--- config.mk ---
export PLATFORM = sky130hd
export DESIGN_NAME = serial_prefix_sum_ctrl
export DESIGN_NICKNAME = d
export VERILOG_FILES = /design/src/rtl/serial_prefix_sum_ctrl.sv
export SDC_FILE = /design/constraint.sdc
export NUM_CORES = 1
export LEC_CHECK = 0
export BUFFER_PORTS_ARGS = -buffer_cell sky130_fd_sc_hd__buf_4
export CAP_MARGIN = 40
export CORE_MARGIN = 4
export CORE_UTILIZATION = 45
export CTS_BUF_LIST = sky130_fd_sc_hd__clkbuf_2
export DETAILED_ROUTE_END_ITERATION = 6
export PLACE_DENSITY = 0.66
export SLEW_MARGIN = 20
export SYNTH_ARGS = -nofsm -noshare
export SYNTH_HDL_FRONTEND = slang
export SYNTH_SLANG_ARGS = --single-unit
export TNS_END_PERCENT = 30
--- constraint.sdc ---
create_clock -name clk -period 4.7 [get_ports clk]
set_input_delay 0.705 -clock clk [delete_from_list [all_inputs] [get_ports clk]]
set_output_delay 0.705 -clock clk [all_outputs]
set_load 0.02 [all_outputs]
--- src/rtl/serial_prefix_sum_ctrl.sv ---
// serial_prefix_sum_ctrl
//
// Bit-serial adder controller. One sum cell and one carry register are
// reused for every bit position of the operand pair, processing one bit per
// clock, starting at the LSB. Operands arrive over a valid/ready handshake.
// The result {cout, sum} = a + b + cin leaves over a second valid/ready
// handshake.
//
// Ports:
//   clk        rising-edge clock
//   rst        synchronous, active-high reset
//   in_valid   operand pair valid
//   in_ready   controller can accept operands (registered)
//   a, b       operands, WIDTH bits each
//   cin        carry into bit 0
//   out_valid  result valid (registered)
//   out_ready  consumer accepts result
//   sum        low WIDTH bits of a + b + cin (registered)
//   cout       carry out of bit WIDTH-1 (registered)
//   busy       high while an operation is running or waiting to be taken
module serial_prefix_sum_ctrl #(
    parameter  int WIDTH = 8,
    localparam int CNT_W = (WIDTH > 1) ? $clog2(WIDTH) : 1
) (
    input  logic             clk,
    input  logic             rst,
    input  logic             in_valid,
    output logic             in_ready,
    input  logic [WIDTH-1:0] a,
    input  logic [WIDTH-1:0] b,
    input  logic             cin,
    output logic             out_valid,
    input  logic             out_ready,
    output logic [WIDTH-1:0] sum,
    output logic             cout,
    output logic             busy
);

    typedef enum logic [1:0] {
        IDLE = 2'd0,
        RUN  = 2'd1,
        DONE = 2'd2
    } state_t;

    localparam logic [CNT_W-1:0] LAST_BIT = CNT_W'(WIDTH - 1);

    state_t             state_q,     state_d;
    logic [WIDTH-1:0]   a_q,         a_d;
    logic [WIDTH-1:0]   b_q,         b_d;
    logic               carry_q,     carry_d;
    logic [CNT_W-1:0]   bit_cnt_q,   bit_cnt_d;
    logic [WIDTH-1:0]   sum_q,       sum_d;
    logic               cout_q,      cout_d;
    logic               in_ready_q,  in_ready_d;
    logic               out_valid_q, out_valid_d;
    logic               busy_q,      busy_d;

    logic               bit_p;
    logic               bit_g;
    logic               bit_s;
    logic               carry_next;

    // The shared sum cell. It always looks at the bit selected by the
    // counter; its result is only used while the controller is in RUN.
    always_comb begin
        bit_p      = a_q[bit_cnt_q] ^ b_q[bit_cnt_q];
        bit_g      = a_q[bit_cnt_q] & b_q[bit_cnt_q];
        bit_s      = bit_p ^ carry_q;
        carry_next = bit_g | (bit_p & carry_q);
    end

    // Next-state logic. The handshake outputs are derived from the next
    // state so that they come straight out of flops and never see a
    // combinational path from the inputs.
    always_comb begin
        state_d   = state_q;
        a_d       = a_q;
        b_d       = b_q;
        carry_d   = carry_q;
        bit_cnt_d = bit_cnt_q;
        sum_d     = sum_q;
        cout_d    = cout_q;

        case (state_q)
            IDLE: begin
                // in_ready is always high in IDLE, so in_valid alone is the accept.
                if (in_valid) begin
                    a_d       = a;
                    b_d       = b;
                    carry_d   = cin;
                    bit_cnt_d = '0;
                    state_d   = RUN;
                end
            end
            RUN: begin
                // Bits above the counter keep whatever value they held before.
                sum_d[bit_cnt_q] = bit_s;
                carry_d          = carry_next;
                if (bit_cnt_q == LAST_BIT) begin
                    cout_d  = carry_next;
                    state_d = DONE;
                end else begin
                    bit_cnt_d = bit_cnt_q + 1'b1;
                end
            end
            DONE: begin
                if (out_ready) begin
                    state_d = IDLE;
                end
            end
            default: begin
                state_d = IDLE;
            end
        endcase

        in_ready_d  = (state_d == IDLE);
        out_valid_d = (state_d == DONE);
        busy_d      = (state_d != IDLE);
    end

    // State and output registers. Reset wins over any handshake and throws
    // away a partially computed result.
    always_ff @(posedge clk) begin
        if (rst) begin
            state_q     <= IDLE;
            a_q         <= '0;
            b_q         <= '0;
            carry_q     <= 1'b0;
            bit_cnt_q   <= '0;
            sum_q       <= '0;
            cout_q      <= 1'b0;
            in_ready_q  <= 1'b1;
            out_valid_q <= 1'b0;
            busy_q      <= 1'b0;
        end else begin
            state_q     <= state_d;
            a_q         <= a_d;
            b_q         <= b_d;
            carry_q     <= carry_d;
            bit_cnt_q   <= bit_cnt_d;
            sum_q       <= sum_d;
            cout_q      <= cout_d;
            in_ready_q  <= in_ready_d;
            out_valid_q <= out_valid_d;
            busy_q      <= busy_d;
        end
    end

    assign in_ready  = in_ready_q;
    assign out_valid = out_valid_q;
    assign sum       = sum_q;
    assign cout      = cout_q;
    assign busy      = busy_q;

endmodule
==> metrics <==
status finished, final reports clean; core area 3150 µm²; largest net degree at the start of global routing 22; Initial Util 0.484; global-route wire length before repair 5.22 mm; Buffers on Ports 32; Post-synth EDFFs 0; crit path cell chain mux4_1, mux2_4, fa_1, nand2_1, mux2i_1; fraction of the yosys area taken by sequential cells 0.446; Synth Area in Simple Gates 0.213; antenna violations before repair 0; dominant cell type by area after synthesis dfxtp_1; clk_lat worst skew 0.38 ns; Critical Path Source Type register; Slew Limit Fails 0; final hold violation count 0; design area 1770 µm²; layout cell share with drive strength beyond 1 0.240; Cells after Synth 164; drt wl/cell 12.7 µm; Critical path origin bit_cnt_q[1]; Synth Area in Compound Gates 0.0960; DR vias 1190; P_leak 0.000775 µW; hold crit path type register to register; CTS resizes 0; dominant synthesized flop cell dfxtp_1; drt via density 5.04; dpl cell area 1740 µm²; clock network fraction of design power 0.248; die width 66.2 µm; Worst setup EP type register; Power per Cell Area 284 nW/µm²; Distinct cells, synth 34; FF-to-FF path depth 5; Detailed Place HPWL 2.19 mm; Layout Nets 215; syn_nets 188; CP Max Fanout 12; number of global-route vias before repair 1195; CTS tree yes; die height 66.2 µm; largest family of logic cells by synthesized area simple AND/OR/NAND/NOR gates; Reg-to-Reg Start bit_cnt_q[1]; Synth-to-Final Area Change 16.3%; Mean Syn Cell Area 9.30 µm²; top area cells in the synthesized netlist dfxtp_1, nand2_1, mux2i_1, a21oi_1, mux4_1; Psw 139 µW; Post-Route Setup TNS 0 ns; CTS Buf Count 5; multiplexer area fraction after synthesis 0.153; # fillers 325; DR DRC count 0; Rel. slew slack 0.596; H-tree depth 2; crit path DAT 2.77 ns; RR Endpoint sum[1]; Die ar. 4390 µm²; antenna-violating nets left 0; CP max stage delay 0.63 ns; reg2reg setup slack 2.25 ns; IO Pins 33; part of the power in registers 0.616; Hold Buf Count CTS 0; Post-Route WL 3.00 mm; Slew @ Worst Pin 0.606 ns; DRT Pass-1 Iters 4; area share of the leading cell type in the synthesized netlist 0.446; Setup WS post-layout 2.25 ns; maximum clock frequency 409 MHz; switching fraction of total power 0.275; slowest stage cell, crit path dfxtp_1; critical path data required time 5.02 ns; CTS sink cnt 34; GRT Total Usage 0.158; pre-CTS WS 2.27 ns; Adder-Cell Fraction of Synth Area 0.0295; CTS Buffer Depth 2; Yosys warnings 0; cell internal pwr 366 µW; final worst path period need 2.45 ns; WS Path Type register to register; ant diodes 0; Worst-path clk slew 0.15 ns; setup repair bufs after CTS 0; FP Rows 20; Core Util, Final 0.563; Setup-failing EPs final 0; worst vdd ir 0.163 mV; synthesized cell area 1530 µm²; asr flop ratio synth 0; clk root buf clkbuf_2; Seq cells post-synth 34; GP Congestion 0.800; XOR/XNOR Fraction of Synth Area 0; RSZ-0062 raised after global routing false; count leader, synth nand2_1; Setup crit end sum[1]; Tcrit/Tclk final 0.521; clock skew 0.00540 ns; max_cap viols 0; logic gate share of total power 0.135; total grt overflow 0; Commonest cells post-synth nand2_1, dfxtp_1, a21oi_1; violation count after the first detailed-routing iteration 49
-- kinds of logic (layout without fill, tap and decap cells) --
| group | count (synthesis) | in the layout |
|---|---|---|
| AOI/OAI and AO/OA | 26 | 26 |
| adders and majority gates | 3 | 3 |
| buffers and inverters | 15 | 43 |
| DFF | 34 | 34 |
| muxes | 17 | 17 |
| and+or+nand+nor | 69 | 69 |
-- registers in the layout, indices dropped and copies added, names as in the netlist, 2 cells and up --
name and cells:
a_q 8, b_q 8, bit_cnt_q 3, state_q 2
sum 8
-- worst max-delay path, delay by kind of cell (launching register included) --
| family | cells | cell delay, ns |
|---|---|---|
| adder cells (fa/ha/maj) | 1 | 0.48 |
| flip-flops | 1 | 0.63 |
| multiplexers | 3 | 1.10 |
| AND/OR/NAND/NOR | 1 | 0.17 |
-- final cells by class --
cell class / instances / area, µm² / area share
timing repair buffer: 32 / 240 / 0.135
clock inverter: 3 / 11.3 / 0.00635
multi-input combinational: 115 / 751 / 0.423
sequential: 34 / 681 / 0.384
tap: 44 / 55.1 / 0.0310
clock buffer: 5 / 25.0 / 0.0141
inverter: 3 / 11.3 / 0.00635
-- worst min-delay path by stage --
stage,start,end,slack [ns],depth (start not counted)
final,b_q[2],b_q[2],0.46,2
after global routing,b_q[7],b_q[7],0.49,2
after floorplan,a_q[5],a_q[5],0.43,2
after CTS,b_q[7],b_q[7],0.47,2
after detailed placement,b_q[7],b_q[7],0.45,2
after global placement,b_q[0],b_q[0],0.45,2
-- per-stage QoR --
step / hold WS, ns / std cells / total power, µW
final: 0.465 / 236 / 505
after global routing: 0.494 / 236 / 535
after CTS: 0.470 / 236 / 509
after detailed placement: 0.450 / 228 / 387
after global placement: 0.446 / 228 / 384
after floorplan: 0.432 / 164 / 364
-- layer usage --
layer  vias up  GRT usage  share of wire
li1        605          -              -
met1       552      0.173           0.43
met2        25      0.271           0.50
met3         8     0.0476          0.053
met4         0     0.0838          0.025
met5         -          0              0
-- power groups by stage --
stage | Sequential [µW] | Clock [µW] | Combinational [µW]
floorplan | 315 | 0 | 48.9
global placement | 318 | 0 | 66.6
detailed placement | 318 | 0 | 69.0
CTS | 311 | 129 | 69.1
global route | 313 | 145 | 76.8
finish | 311 | 125 | 68.3
-- cells in the final DEF, fill, tap and decap left out --
cell type   n
nand2_1    48
dfxtp_1    34
buf_4      32
a21oi_1    20
mux2i_1    11
nand3_1     6
clkbuf_2    5
clkinv_1    4
mux4_2      2
mux4_1      2
nand3b_1    2
nor2_1      2
or3b_1      2
a21oi_2     2
inv_1       2
nand2b_1    2
ha_1        2
mux2_2      1
mux2_4      1
nor2b_1     1
nand4b_1    1
nor3b_1     1
nor3b_4     1
o22ai_1     1
o21ba_2     1
o21ai_0     1
nand4_1     1
a21o_1      1
and2_1      1
and2b_2     1
fa_1        1
Note: power is estimated with default switching activity, not from simulation.
